===== config.mk =====
export PLATFORM = sky130hd
export DESIGN_NAME = ov7670_seq_controller
export DESIGN_NICKNAME = d
export VERILOG_FILES = /design/src/rtl/ov7670_seq_controller.sv
export SDC_FILE = /design/constraint.sdc
export NUM_CORES = 1
export LEC_CHECK = 0
export ABC_CLOCK_PERIOD_IN_PS = 10400
export BUFFER_PORTS_ARGS = -buffer_cell sky130_fd_sc_hd__buf_4
export CORE_MARGIN = 2
export CORE_UTILIZATION = 60
export CTS_CLUSTER_DIAMETER = 60
export DETAILED_ROUTE_END_ITERATION = 7
export MAX_ROUTING_LAYER = met4
export PLACE_DENSITY = 0.85
export SKIP_CTS_REPAIR_TIMING = 1
export SLEW_MARGIN = 10
export SYNTH_ARGS = -nofsm -noshare
export SYNTH_HDL_FRONTEND = slang
export SYNTH_SLANG_ARGS = --single-unit

===== constraint.sdc =====
create_clock -name clk -period 10.4 [get_ports clk]
set_input_delay 1.04 -clock clk [delete_from_list [all_inputs] [get_ports clk]]
set_output_delay 1.04 -clock clk [all_outputs]
set_load 0.03 [all_outputs]

===== src/rtl/ov7670_seq_controller.sv =====
// OV7670 bring-up sequencer: power/reset timing, then one SCCB write per table entry.
// Optional macro SCCB_WATCHDOG_EN adds a timeout on the i2c_taken handshake (ERROR state).
module ov7670_seq_controller #(
  parameter int          ADDR_W         = 8,
  parameter int          TABLE_LEN      = 75,
  parameter logic [7:0]  DEV_ID         = 8'h42,
  parameter int          PWRUP_CYCLES   = 1000,
  parameter int          RESET_CYCLES   = 1000,
  parameter int          SETTLE_CYCLES  = 100000,
  parameter int          GAP_CYCLES     = 16,
  parameter logic [7:0]  DELAY_TAG      = 8'hF0,
  parameter int          DELAY_UNIT     = 1000,
  parameter logic [15:0] END_TAG        = 16'hFFFF,
  parameter int          TIMEOUT_CYCLES = 65535
) (
  input  logic              clk,
  input  logic              reset,
  input  logic              restart,
  output logic [ADDR_W-1:0] rom_addr,
  input  logic [15:0]       rom_data,
  output logic              i2c_send,
  input  logic              i2c_taken,
  output logic [7:0]        i2c_id,
  output logic [7:0]        i2c_reg,
  output logic [7:0]        i2c_value,
  output logic              cam_pwdn,
  output logic              cam_reset,
  output logic              busy,
  output logic              done,
  output logic              error,
  output logic [ADDR_W:0]   writes_done
);

  localparam logic [3:0] S_PWRDN   = 4'd0;
  localparam logic [3:0] S_RST     = 4'd1;
  localparam logic [3:0] S_SETTLE  = 4'd2;
  localparam logic [3:0] S_FETCH   = 4'd3;
  localparam logic [3:0] S_DECODE  = 4'd4;
  localparam logic [3:0] S_DELAY   = 4'd5;
  localparam logic [3:0] S_SEND    = 4'd6;
  localparam logic [3:0] S_GAP     = 4'd7;
  localparam logic [3:0] S_ADVANCE = 4'd8;
  localparam logic [3:0] S_DONE    = 4'd9;
  localparam logic [3:0] S_ERROR   = 4'd10;

  localparam logic [ADDR_W:0] LAST = (ADDR_W+1)'(TABLE_LEN);

  logic [3:0]        state;
  logic [31:0]       cnt;
  logic [31:0]       delay_len;
  logic [ADDR_W-1:0] index;
  logic [7:0]        reg_q, val_q;
  logic [ADDR_W:0]   next_idx;

  // One-wider increment so TABLE_LEN == 2**ADDR_W ends the walk without wrapping index
  assign next_idx = {1'b0, index} + (ADDR_W+1)'(1);

  always_ff @(posedge clk) begin
    if (reset) begin
      state       <= S_PWRDN;
      cnt         <= '0;
      delay_len   <= '0;
      index       <= '0;
      reg_q       <= '0;
      val_q       <= '0;
      writes_done <= '0;
    end else begin
      case (state)
        S_PWRDN:
          if (cnt == 32'(PWRUP_CYCLES-1)) begin state <= S_RST; cnt <= '0; end
          else cnt <= cnt + 32'd1;
        S_RST:
          if (cnt == 32'(RESET_CYCLES-1)) begin state <= S_SETTLE; cnt <= '0; end
          else cnt <= cnt + 32'd1;
        S_SETTLE:
          if (cnt == 32'(SETTLE_CYCLES-1)) begin state <= S_FETCH; cnt <= '0; end
          else cnt <= cnt + 32'd1;
        S_FETCH: state <= S_DECODE;
        S_DECODE: begin
          cnt <= '0;
          if (rom_data == END_TAG || {1'b0, index} == LAST) state <= S_DONE;
          else if (rom_data[15:8] == DELAY_TAG) begin
            delay_len <= 32'(rom_data[7:0]) * 32'(DELAY_UNIT);
            state     <= (rom_data[7:0] == 8'd0) ? S_ADVANCE : S_DELAY;
          end else begin
            reg_q <= rom_data[15:8];
            val_q <= rom_data[7:0];
            state <= S_SEND;
          end
        end
        S_DELAY:
          if (cnt == delay_len - 32'd1) begin state <= S_ADVANCE; cnt <= '0; end
          else cnt <= cnt + 32'd1;
        S_SEND:
          if (i2c_taken) begin
            state       <= S_GAP;
            cnt         <= '0;
            writes_done <= writes_done + (ADDR_W+1)'(1);
          end
`ifdef SCCB_WATCHDOG_EN
          else if (cnt == 32'(TIMEOUT_CYCLES-1)) state <= S_ERROR;
          else cnt <= cnt + 32'd1;
`endif
        S_GAP:
          if (cnt == 32'(GAP_CYCLES-1)) begin state <= S_ADVANCE; cnt <= '0; end
          else cnt <= cnt + 32'd1;
        S_ADVANCE:
          if (next_idx == LAST) state <= S_DONE;
          else begin
            index <= next_idx[ADDR_W-1:0];
            state <= S_FETCH;
          end
        S_DONE, S_ERROR:
          if (restart) begin
            state       <= S_PWRDN;
            cnt         <= '0;
            index       <= '0;
            writes_done <= '0;
          end
        default: state <= S_PWRDN;
      endcase
    end
  end

  assign rom_addr  = index;
  assign i2c_send  = (state == S_SEND);
  assign i2c_id    = DEV_ID;
  assign i2c_reg   = reg_q;
  assign i2c_value = val_q;
  assign cam_pwdn  = (state == S_PWRDN);
  assign cam_reset = (state == S_PWRDN) || (state == S_RST);
  assign busy      = !((state == S_DONE) || (state == S_ERROR));
  assign done      = (state == S_DONE);
`ifdef SCCB_WATCHDOG_EN
  assign error     = (state == S_ERROR);
`else
  assign error     = 1'b0;
`endif

endmodule


==> flow_summary.yaml, run 1 <==
final_layout:
  area_growth_syn_to_layout_pct: 10.06
  multiInputGateArea_mm2: 0.004084
  seq_area_mm2: 0.001682
  fillers: 838
  antennaDiodeCount: 0
  largest_reg_flops: 32
  reg_top3: "cnt (32), delay_len (15), writes_done (9)"
  largest-register: "cnt"
  final_cell_area_mm2: 0.006792
  fin_util: 0.6699
  fin_nets: 908
  drive_above_1_share: 0.1092
  layout.cells.non_filler: 960
placement:
  place_inst: 944
  place_area_mm2: 0.006600
  dp_hpwl_um: 11020
  routabilityCongestion: 0.9140
  port_buffers: 57
critical_path:
  worstPathMaxFanout: 8
  cp_num_buf_inv: 3
  criticalPathCategory: "in -> reg"
  cp.required_ns: 10.69
  r2r_setup_slack_ns: 6.31
  arrival_ns: 4.93
  worst_setup_path_start_kind: "primary input"
  max_stage_delay_ns: 0.53
  timing.rr.end: "cnt[27]$_SDFFE_PP0P_"
  endpoint_kind: "register"
  r2r_cells: 12
  regToRegStartpoint: "delay_len[3]$_SDFFE_PP0P_"
  cp_cell_sequence: "buf_4, fa_1, xor2_1, ha_1, inv_1, fa_1, fa_1, inv_1, ha_1, a21oi_1, o21ai_0, a21oi_1, o21bai_1, a211oi_1, xnor2_1, nand2_1, a21oi_1"
  critPathSlowestCell: "fa_1"
  path_delay_family: "adder cells"
hold_path:
  hold_end: "i2c_value[3]$_SDFFE_PP0P_"
  hold_path.class: "reg -> reg"
  min_from: "i2c_value[3]$_SDFFE_PP0P_"
  hold_path_depth: 2
global_route:
  grt_first_pass_wirelength_um: 25020
  grt_max_degree: 60
  track_usage: 0.2773
  grt_pass1_vias: 5382
  antenna_found_initial: 0
  grt-ovfl-total: 0
logic_synthesis:
  ys_seq_area_frac: 0.2725
  synth-main-ff-cell: "dfxtp_1"
  async_flop_share: 0
  synth_cell_types: 61
  synth_top_area_frac: 0.2725
  avgSynthCellArea_um2: 7.821
  syn_area_mm2: 0.006171
  synth_area_leaders: "dfxtp_1, ha_1, fa_1"
  ys_ff_latch: 84
  postSynthCellCount: 789
  yosysWarnings: 0
  synth_edf_count: 0
  synth_top_area_cell: "dfxtp_1"
sta:
  tns_ns: 0
  slew_headroom: 0.2738
  clock.fmax_mhz: 215.2
  worst_pin_slew_ns: 1.082
  rsz0062_at_grt: "false"
  hold_violations: 0
  post-route-period-util: 0.4468
  post-route-min-period_ns: 4.647
  setup_viol: 0
  report.final.slew_viol_count: 0
  finalClockSkew_ns: 0.01826
pwr:
  leakage_nw: 2.823
  fin_total_pwr_mw: 0.8515
  p_per_area_mw_per_mm2: 125.4
  comb_power_share: 0.344
  p_switching_mw: 0.3034
  internal-power_mw: 0.5481
  p_seq_frac: 0.380
  ir_drop_mv: 0.07065
  swShare: 0.3563
  clock_power_share: 0.276
clock_network:
  root_buffer: "clkbuf_8"
  clkSlewWorstSetupHoldPaths_ns: 0.09
  insertion_delay_ns: 0.37
  cts_max_level: 3
  numCtsBuffers: 9
  clk_path_buf_depth: 2
  cts_tree: "done"
  cts.sinks: 84
route:
  final_antenna_net_count: 0
  wire_per_inst_um: 15.33
  drc: 0
  wl_um: 14720
  routed-via-count: 5684
  drt_iter0_markers: 306
  vias_per_cell: 5.921
  drtPass1Iterations: 5
die:
  die-area_mm2: 0.01111
  coreArea_mm2: 0.01014
  die_y_um: 105.4
  die_w_um: 105.4
  initial_utilization: 0.6087
  rows: 37
  boundaryPins: 67
outcome:
  outcome: "finished, final reports clean"
job:
  drv_cap: 0
worst max-delay path by stage:
stage	startpoint	to	slack [ns]	cells after the start
floorplan	rom_data[0]	delay_len[16]$_SDFFE_PP0P_	5.81	16
global placement	rom_data[0]	delay_len[16]$_SDFFE_PP0P_	5.53	17
detailed placement	rom_data[0]	delay_len[16]$_SDFFE_PP0P_	5.40	17
CTS	rom_data[0]	delay_len[16]$_SDFFE_PP0P_	5.76	17
global route	rom_data[0]	delay_len[16]$_SDFFE_PP0P_	5.57	17
finish	rom_data[0]	delay_len[16]$_SDFFE_PP0P_	5.75	17
per-stage QoR:
stage | setup slack, ns | hold WS, ns
after global placement | 5.533 | 0.4444
after CTS | 5.763 | 0.4660
after detailed placement | 5.402 | 0.4514
final | 5.753 | 0.4658
after global routing | 5.574 | 0.4803
after floorplan | 5.812 | 0.4585
synthesized netlist by cell type (all sizes together) (10+ instances only):
master,number
nand4,19
xnor2,23
o21ai,40
nor4,13
dfxtp,84
xor2,15
and3,12
or3,13
buf,13
nand2,108
mux2i,13
a211oi,14
fa,21
inv,59
clkbuf,34
a21o,10
nor3,15
ha,48
nor2,56
nand3,26
a21oi,70
cell families (layout without fill, tap and decap cells):
family                     Yosys count  count (layout)  synth area share
AOI/OAI and AO/OA                  171             171            0.1703
xor gates and xnor gates            38              38           0.05393
adders and majority gates           69              69            0.1655
buffers and inverters              106             134           0.07056
DFF                                 84              84            0.2725
muxes                               13              13           0.02109
other                                2               9          0.001217
and+or+nand+nor                    306             306            0.2449
layer usage:
metal | vias up | global-route usage | wire [µm]
met4 | 0 | 0.06476 | 182
met5 | - | - | 0
met2 | 174 | 0.4696 | 7393
met3 | 16 | 0.05257 | 779
met1 | 2692 | 0.3436 | 6359
li1 | 2802 | - | -
cells in the final DEF, fill, tap and decap left out, types with 3 or more instances in the layout:
cell type and n:
nand2_1 107, dfxtp_1 84, a21oi_1 69, inv_1 59
buf_4 59, nor2_1 56, ha_1 48, o21ai_0 38
nand3_1 26, xnor2_1 23, fa_1 21, nand4_1 19
nor3_1 15, xor2_1 15, a211oi_1 14, nor4_1 13
or3_1 13, mux2i_1 13, and3_1 12, a21o_1 10
clkbuf_8 10, conb_1 9, nand2b_1 7, or4_1 6
o311ai_0 6, or2_2 5, nor2b_1 5, and2_1 5
a22o_1 5, and4_1 4, a22oi_1 3, o21bai_1 3
inv_6 3
worst min-delay path, stage by stage (launching register included):
cell,delay (ns)
dfxtp_1,0.32
nand2_1,0.05
a21oi_1,0.05
power groups by stage:
stage	combinational, mW	clock (mW)	sequential, mW
after floorplan	0.227	0	0.331
after global placement	0.269	0	0.331
after detailed placement	0.286	0	0.331
after CTS	0.290	0.236	0.324
after global routing	0.325	0.248	0.324
final	0.293	0.235	0.324
area by class of cell:
cell class / instances / share of cell area
multi-input combinational: 606 / 0.6013
sequential: 84 / 0.2476
timing repair buffer: 59 / 0.06522
inverter: 59 / 0.03261
tap: 136 / 0.02506
clock buffer: 10 / 0.02027
clock inverter: 6 / 0.007922
No activity file was read; power rests on OpenSTA's default activity.
==> run 2: changes to the inputs <==
Settings changed: ABC_CLOCK_PERIOD_IN_PS 10400 to 3900, CORE_UTILIZATION 60 to 54, PLACE_DENSITY 0.85 to 0.81.
Clock period 10.4 ns to 3.9 ns, I/O delays scaled along.
==> run 2 against run 1 <==
  * Sequential power grew to 2.7 times the previous value
  * First-iteration DRC count grew 2.0%
  * Total power grew to 3.2 times the previous value
  * Register-to-register slack lost 6.1 ns
  * Combinational power grew to 3.5 times the previous value
  * Clock power grew to 3.8 times the previous value
  * Global-route usage shrank 3.5 points
==> flow_summary.yaml, run 2 (synthesis results as in run 1) <==
outcome:
  outcome: "finished, final reports clean"
placement:
  place_area_mm2: 0.006845
  port_buffers: 57
  dp_hpwl_um: 10450
  place_inst: 982
  routabilityCongestion: 0.9051
sta:
  clock.fmax_mhz: 264.1
  hold_violations: 0
  finalClockSkew_ns: 0.009807
  worst_pin_slew_ns: 1.046
  report.final.slew_viol_count: 0
  slew_headroom: 0.2977
  setup_viol: 0
  post-route-period-util: 0.9709
  tns_ns: 0
  post-route-min-period_ns: 3.787
die:
  coreArea_mm2: 0.01127
  die_w_um: 110.9
  die-area_mm2: 0.01230
  die_y_um: 110.9
  boundaryPins: 67
  initial_utilization: 0.5475
  rows: 39
pwr:
  internal-power_mw: 1.874
  p_switching_mw: 0.8877
  p_seq_frac: 0.313
  ir_drop_mv: 0.2447
  leakage_nw: 3.031
  p_per_area_mw_per_mm2: 382.9
  clock_power_share: 0.319
  swShare: 0.3215
  comb_power_share: 0.368
route:
  wl_um: 14280
  drt_iter0_markers: 312
  drc: 0
  wire_per_inst_um: 14.31
  final_antenna_net_count: 0
  drtPass1Iterations: 4
  routed-via-count: 5662
  vias_per_cell: 5.673
critical_path:
  r2r_setup_slack_ns: 0.21
  worst_setup_path_start_kind: "primary input"
  cp.required_ns: 4.18
  critPathSlowestCell: "fa_1"
  arrival_ns: 4.06
  endpoint_kind: "register"
  cp_cell_sequence: "buf_4, fa_1, inv_1, fa_1, fa_1, inv_1, fa_1, ha_4, nand2_1, o21ai_1, a41oi_2, a211oi_2, xnor2_1, nand2_1, a21oi_1"
  worstPathMaxFanout: 4
  crit_top_cell: "fa_1"
  criticalPathCategory: "in -> reg"
  max_stage_delay_ns: 0.54
global_route:
  grt_first_pass_wirelength_um: 24510
  grt_max_degree: 60
  grt_pass1_vias: 5406
  track_usage: 0.2421
  antenna_found_initial: 0
  grt-ovfl-total: 0
clock_network:
  cts_max_level: 3
  cts.sinks: 84
  numCtsBuffers: 9
  clk_path_buf_depth: 2
  root_buffer: "clkbuf_16"
  insertion_delay_ns: 0.35
  clkSlewWorstSetupHoldPaths_ns: 0.07
  cts_tree: "done"
job:
  drv_cap: 0
final_layout:
  final_cell_area_mm2: 0.007212
  seq_area_mm2: 0.001682
  area_growth_syn_to_layout_pct: 16.87
  layout.cells.non_filler: 998
  largest-register: "cnt"
  largest_reg_flops: 32
  drive_above_1_share: 0.1520
  reg_top3: "cnt (32), delay_len (15), writes_done (9)"
  multiInputGateArea_mm2: 0.004154
  antennaDiodeCount: 0
  fillers: 950
  final_common_cell: "nand2_1"
  most-common-layout-cells: "nand2_1, buf_4, dfxtp_1, a21oi_1, inv_1"
  fin_nets: 939
hold_path:
  hold_path.class: "in -> reg"
run 2: cell count changes in the layout (fill, tap and decap cells not counted), moves of 2 or more:
| cell | change |
|---|---|
| a21oi_1 | -4 |
| o21ai_0 | -2 |
| o21ai_1 | +2 |
| a211oi_2 | +2 |
| clkinv_2 | +2 |
| a21oi_2 | +4 |
| ha_1 | -3 |
| ha_4 | +3 |
| a211oi_1 | -2 |
| clkbuf_8 | -9 |
| clkbuf_16 | +9 |
| buf_4 | +31 |
run 2: power groups by stage:
stage | clock [mW] | combinational [mW] | sequential (mW)
after floorplan | 0 | 0.611 | 0.882
after global placement | 0 | 0.853 | 0.883
after detailed placement | 0 | 0.884 | 0.883
after CTS | 0.892 | 0.889 | 0.863
after global routing | 0.927 | 1.12 | 0.864
final | 0.882 | 1.02 | 0.864
run 2: layout make-up:
| class | count | area share |
|---|---|---|
| clock buffers | 11 | 0.03366 |
| inverters | 59 | 0.03071 |
| well taps | 143 | 0.02481 |
| flip-flops and latches | 84 | 0.2332 |
| clock inverters | 5 | 0.007981 |
| repair buffers | 90 | 0.09368 |
| multi-input cells | 606 | 0.5760 |
run 2: worst paths after layout:
kind | start | endpoint | depth (start not counted)
hold / removal | restart | state[3]$_SDFFE_PP0P_ | 2
hold reg to reg | i2c_reg[7]$_SDFFE_PP0P_ | i2c_reg[7]$_SDFFE_PP0P_ | 2
setup reg to reg | delay_len[4]$_SDFFE_PP0P_ | cnt[13]$_SDFFE_PP0P_ | 12
setup / recovery | rom_data[1] | delay_len[17]$_SDFFE_PP0P_ | 15
run 2: worst max-delay path, delay by kind of cell:
kind / cells / cell delay (ns)
xor+xnor: 1 / 0.14
compound gates: 4 / 0.82
fa+ha+maj: 5 / 2.35
buf+inv: 3 / 0.24
simple gates: 2 / 0.12
run 2: metal layers:
layer | routed length (µm) | global-route usage | up-vias
met5 | 0 | - | -
met2 | 6828 | 0.3877 | 134
met4 | 241 | 0.07500 | 0
met1 | 6581 | 0.3128 | 2636
li1 | - | - | 2869
met3 | 630 | 0.04538 | 23
run 2: per-stage QoR:
stage	utilization	power (mW)	worst slack [ns]	hold slack (ns)
after floorplan	-	1.493	0.01084	0.4585
after global placement	0.6073	1.736	-0.1879	0.4428
after detailed placement	0.6073	1.767	-0.2749	0.4476
after CTS	0.6339	2.644	0.08067	0.2730
after global routing	0.6398	2.910	-0.06081	0.2908
final	0.6398	2.761	0.1134	0.2848
